--- src/rtl/wb_pkg.sv ---
// wb_pkg: shared defaults and the buffered writeback entry type.
package wb_pkg;
  localparam int DATA_WIDTH = 32;
  localparam int ADDR_WIDTH = 5;
  localparam int NREGS = 1 << ADDR_WIDTH;
  localparam int STARVE_MAX = 4;
  typedef struct packed {
    logic [ADDR_WIDTH-1:0] addr;
    logic [DATA_WIDTH-1:0] data;
  } wb_entry_t;
endpackage

--- src/rtl/wb_fifo2.sv ---
// wb_fifo2: 2-entry in-order FIFO for long-latency writeback entries.
// Ports: clk, rst (async active-low), push/din enqueue, pop dequeue,
// full/empty status, head = oldest entry (valid when !empty).
module wb_fifo2 import wb_pkg::*; #(
  parameter type T = wb_entry_t
) (
  input  logic clk,
  input  logic rst,
  input  logic push,
  input  logic pop,
  input  T     din,
  output logic full,
  output logic empty,
  output T     head
);
  T mem [2];
  logic [1:0] cnt;
  logic rd, do_push, do_pop;
  assign full = cnt[1];
  assign empty = cnt == 2'd0;
  assign head = mem[rd];
  assign do_push = push && !full;
  assign do_pop = pop && !empty;
  // write slot is the one after the head; with a simultaneous pop at count 1
  // it becomes the new head
  always_ff @(posedge clk)
    if (do_push) mem[rd ^ cnt[0]] <= din;
  always_ff @(posedge clk or negedge rst)
    if (!rst) begin
      cnt <= 2'd0;
      rd <= 1'b0;
    end else begin
      if (do_pop) rd <= ~rd;
      cnt <= cnt + 2'(do_push) - 2'(do_pop);
    end
endmodule

--- src/rtl/wb_arbiter.sv ---
// wb_arbiter: merges ALU and buffered long-latency results onto one RF write port.
// Ports: clk, rst (async active-low); alu_valid/alu_waddr/alu_wdata (always accepted);
// lng_valid/lng_ready/lng_waddr/lng_wdata (FIFO input); claim_valid/claim_addr
// (scoreboard reservation); busy (per-register outstanding bitmap);
// wb_stall (ALU must hold off); rf_wen/rf_waddr/rf_wdata (registered write port).
module wb_arbiter import wb_pkg::*; #(
  parameter int DATA_WIDTH = wb_pkg::DATA_WIDTH,
  parameter int ADDR_WIDTH = wb_pkg::ADDR_WIDTH,
  parameter int STARVE_MAX = wb_pkg::STARVE_MAX
) (
  input  logic                        clk,
  input  logic                        rst,
  input  logic                        alu_valid,
  input  logic [ADDR_WIDTH-1:0]       alu_waddr,
  input  logic [DATA_WIDTH-1:0]       alu_wdata,
  input  logic                        lng_valid,
  output logic                        lng_ready,
  input  logic [ADDR_WIDTH-1:0]       lng_waddr,
  input  logic [DATA_WIDTH-1:0]       lng_wdata,
  input  logic                        claim_valid,
  input  logic [ADDR_WIDTH-1:0]       claim_addr,
  output logic [(1<<ADDR_WIDTH)-1:0]  busy,
  output logic                        wb_stall,
  output logic                        rf_wen,
  output logic [ADDR_WIDTH-1:0]       rf_waddr,
  output logic [DATA_WIDTH-1:0]       rf_wdata
);
  localparam int CW = $clog2(STARVE_MAX + 1);
  typedef struct packed {
    logic [ADDR_WIDTH-1:0] addr;
    logic [DATA_WIDTH-1:0] data;
  } entry_t;
  entry_t din, head;
  logic full, empty, push, pop, alu_win, wr;
  logic [ADDR_WIDTH-1:0] sel_addr;
  logic [DATA_WIDTH-1:0] sel_data;
  logic [(1<<ADDR_WIDTH)-1:0] busy_nxt;
  logic [CW-1:0] cnt, cnt_nxt;
  assign din = '{addr: lng_waddr, data: lng_wdata};
  assign lng_ready = !full;
  assign push = lng_valid && !full;
  assign alu_win = alu_valid && !wb_stall;
  assign pop = !alu_win && !empty;
  assign wr = (alu_win || pop) && sel_addr != '0;
  // counter only advances while the head waits behind an ALU write
  assign cnt_nxt = (empty || pop) ? '0 : cnt + CW'(1);
  wb_fifo2 #(.T(entry_t)) u_fifo (
    .clk(clk), .rst(rst), .push(push), .pop(pop), .din(din),
    .full(full), .empty(empty), .head(head)
  );
  always_comb begin
    sel_addr = alu_win ? alu_waddr : head.addr;
    sel_data = alu_win ? alu_wdata : head.data;
    busy_nxt = busy;
    if (pop) busy_nxt[head.addr] = 1'b0;
    if (claim_valid) busy_nxt[claim_addr] = 1'b1;
    busy_nxt[0] = 1'b0;
  end
  always_ff @(posedge clk or negedge rst)
    if (!rst) begin
      rf_wen <= 1'b0;
      rf_waddr <= '0;
      rf_wdata <= '0;
      cnt <= '0;
      wb_stall <= 1'b0;
      busy <= '0;
    end else begin
      rf_wen <= wr;
      if (wr) begin
        rf_waddr <= sel_addr;
        rf_wdata <= sel_data;
      end
      cnt <= cnt_nxt;
      wb_stall <= cnt_nxt == CW'(STARVE_MAX);
      busy <= busy_nxt;
    end
  a_no_alu_in_stall: assert property (@(posedge clk) disable iff (!rst) !(wb_stall && alu_valid));
  // re-claiming is legal only when the same edge retires the outstanding write
  a_no_double_claim: assert property (@(posedge clk) disable iff (!rst)
    !(claim_valid && claim_addr != '0 && busy[claim_addr] && !(pop && head.addr == claim_addr)));
endmodule

--- config.mk ---
export PLATFORM = sky130hd
export DESIGN_NAME = wb_arbiter
export DESIGN_NICKNAME = d
export VERILOG_FILES = /design/src/rtl/wb_pkg.sv /design/src/rtl/wb_fifo2.sv /design/src/rtl/wb_arbiter.sv
export SDC_FILE = /design/constraint.sdc
export NUM_CORES = 1
export LEC_CHECK = 0
export CAP_MARGIN = 15
export CORE_MARGIN = 3
export CORE_UTILIZATION = 40
export CTS_BUF_LIST = sky130_fd_sc_hd__clkbuf_8
export DETAILED_ROUTE_END_ITERATION = 8
export PLACE_DENSITY = 0.67
export SLEW_MARGIN = 20
export SYNTH_ARGS = -nofsm -noshare
export SYNTH_HDL_FRONTEND = slang
export SYNTH_SLANG_ARGS = --single-unit
export TNS_END_PERCENT = 10
--- constraint.sdc ---
create_clock -name clk -period 14.15 [get_ports clk]
set_clock_uncertainty 0.2 [all_clocks]
set_input_delay 1.415 -clock clk [delete_from_list [all_inputs] [get_ports clk]]
set_output_delay 1.415 -clock clk [all_outputs]
set_load 0.01 [all_outputs]
==> reports/results.ini <==
[clocking]
cts_inserted_buffers=17
htree_levels=4
clk_pin_slew_ns=0.07
root_buffer=clkbuf_8
insertion_delay_ns=0.44
post_cts_buffers=0
cts_tree=yes
cts-hold-fix-buffers=0
cts.sinks=150
cts_resized=0
cts_max_path_buffers=2

[global_routing]
grt_pass1_wl_um=22830
grt.total_usage_pct=17.68
grt_remaining_overflow=0
antenna_found_initial=1
grt_pass1_vias=4372
grt_max_degree=77

[run]
maxCapViolCount=0

[timing]
period_share_pct=27.80
worstMarginPinSlew_ns=0.9519
relSlewSlack_pct=36.30
finalHoldViolCount=0
min_period_ns=3.934
tns_ns=0
max_freq_ghz=0.2542
drv_slew=0
setup_viol=0
rsz0062_at_grt=no
worst_slack_ns=10.22

[yosys]
syn_area_per_cell_um2=13.75
ys_ff_latch=150
synthesis.area_um2=6217
yosys_warnings=0
netlist_top_cells_area=edfxtp_1, dfrtp_1, mux2i_1
ys_seq_area_share_pct=66.33
synth.distinct_cells=39
synth_top_area_share_pct=35.74
yosys.area.top_type=edfxtp_1
syn_nets=539
syn_inst=452

[worst_setup_path]
worstSetupStartpointType=input pin
end_kind=register
cpMaxStageDelayCell=o21ai_4
max_stage_delay_ns=0.76
cp_top_family=compound AO/OA/AOI/OAI gates
crit_buf_inv=2
reg2reg_from=u_fifo.rd
crit_arrival_ns=4.11
worstSetupPathType=in2reg
path_cells=clkdlybuf4s50_1 -> nand2b_2 -> buf_4 -> mux2i_4 -> nand4_4 -> o21ai_4 -> a22o_1
crit_fanout=72
crit_start=alu_valid
cp.required_ns=14.32

[detailed_routing]
via_per_inst=5.374
wl_per_cell_um=18.55
vias=4310
wl_um=14880
drt-pass1-iter-count=5
drt_iter0_markers=276
ant_nets=0
drc_errors=0

[power]
netSwitchingFraction_pct=31.23
power.switching_uw=553.3
finalPower_uw=1772
p_per_area_nw_per_um2=210.9
p_int_uw=1218
combPwrFrac_pct=35.8
seqPwrFrac_pct=41.2
p_leak_uw=0.003260
ir_drop_mv=0.07495
power_frac_clock_pct=22.9

[min_path]
worstHoldStart=cnt[0]
hp-class=reg2reg

[placed_design]
place_ws_ns=9.699
io_buffers=154
gp_congestion=0.7799
dp_hpwl_um=10320

[die]
dieHeight_um=130.7
die_x_um=130.7
top_level_ports=156
initial_core_util_pct=41.83
fp.dieArea_um2=17070
rows=44
core-area_um2=14860

[finish]
area_delta_synth_final_pct=35.10
multi_input_area_um2=1946
diodes=0
drive_above_1_share_pct=8.900
regArea_um2=4125
fill_cells=1244
layout.nets=693

[status]
outcome=completed

-- logic make-up after synthesis --
logic type                 count (synthesis)  synth area share, %
AOI/OAI and AO/OA                        135                14.63
xor gates and xnor gates                   5               0.7045
adders and majority gates                  3               0.6038
buffers and inverters                     29                2.616
DFF                                      150                66.33
muxes                                     43                8.251
other                                      1              0.06032
and+or+nand+nor                           86                6.802
-- sequential cells by signal (all words and copies together), names as in the netlist --
name,cells
rf_waddr,5
rf_wen,1
u_fifo.cnt,2
busy,31
wb_stall,1
u_fifo.rd,1
cnt,3
rf_wdata,32
u_fifo.mem,74
-- metal layers --
metal | GRT usage, % | share of wire [%] | wire, um | vias up
li1 | - | - | - | 2011
met1 | 23.55 | 43 | 6472 | 2090
met2 | 27.02 | 46 | 6873 | 181
met3 | 5.854 | 8.4 | 1244 | 26
met4 | 6.836 | 1.9 | 276 | 2
met5 | 0 | 0.087 | 13 | -
-- layout make-up --
cell class | count | share of cell area [%]
sequential | 150 | 49.11
multi-input combinational | 273 | 23.16
timing repair buffer | 159 | 18.77
clock buffer | 20 | 3.277
tap | 184 | 2.741
clock inverter | 11 | 2.711
inverter | 5 | 0.2234
-- power by group through the flow --
stage,clock [uW],sequential (uW),combinational (uW)
final,406,731,635
after global routing,433,748,692
after CTS,413,732,644
after detailed placement,0,736,643
after global placement,0,734,626
after floorplan,0,748,306
-- stage by stage --
stage	hold slack [ns]	util (%)	cell area [um^2]	instances
floorplan	0.2244	-	6217	452
global placement	0.2358	53.12	7896	771
detailed placement	0.2519	53.12	7896	771
CTS	0.2625	56.51	8399	802
global route	0.2747	56.51	8399	802
finish	0.2621	56.51	8399	802
-- placed cells by master, fill, tap and decap left out, types with 2 or more instances in the layout --
| cell | instances |
|---|---|
| o21ai_0 | 29 |
| and2_1 | 2 |
| nand2_1 | 19 |
| ha_1 | 3 |
| buf_4 | 6 |
| xor2_1 | 2 |
| nor2b_1 | 2 |
| xnor2_1 | 3 |
| bufinv_16 | 7 |
| o21ai_1 | 35 |
| clkinv_2 | 2 |
| mux2i_1 | 34 |
| or3b_2 | 2 |
| clkdlybuf4s50_1 | 153 |
| mux2i_4 | 5 |
| a22o_1 | 33 |
| clkbuf_8 | 20 |
| o221ai_1 | 2 |
| inv_1 | 6 |
| a211oi_1 | 32 |
| nor2_1 | 41 |
| nand3b_1 | 5 |
| mux2_4 | 4 |
| edfxtp_1 | 74 |
| nand3_1 | 3 |
| dfrtp_1 | 75 |
| nand2b_1 | 2 |
-- cell usage after synthesis --
library cell,number
a22o_1,33
clkbuf_1,10
xnor2_1,3
edfxtp_1,74
dfrtp_1,76
mux2i_1,34
buf_2,7
o21ai_4,1
nor2b_1,2
o221ai_1,2
mux2_4,4
ha_1,3
a221o_1,1
a211oi_1,32
nand3_1,3
nand3b_1,5
o21a_1,1
o21ai_1,35
inv_2,1
conb_1,1
and3_1,1
buf_4,2
nor3_1,1
nand2b_1,3
and2_1,3
nor3_2,1
nand2_1,19
or3_1,1
mux2i_4,5
or3b_2,2
xor2_1,2
nand4_4,1
inv_1,4
nand2b_4,1
nor3b_1,2
o21ai_0,29
nor2_1,41
buf_6,5
o2bb2ai_1,1
-- final timing paths --
check / end / slack [ns] / cells past startpoint
hold reg to reg: cnt[0] / 0.26 / 1
min in group asynchronous: busy[16] / 0.89 / 1
setup reg to reg: rf_wdata[17] / 10.95 / 6
setup / recovery: rf_wdata[17] / 10.22 / 7
max in group asynchronous: u_fifo.rd / 12.15 / 1
hold / removal: cnt[0] / 0.26 / 1
-- worst register-to-register path, delay by kind of cell, from the launching register on --
family,cells,cell delay [ns]
AO/OA/AOI/OAI,2,1.05
multiplexers,2,0.60
flip-flops,1,0.59
buffers and inverters,1,0.56
AND/OR/NAND/NOR,1,0.15
Note: power is estimated with default switching activity, not from simulation.
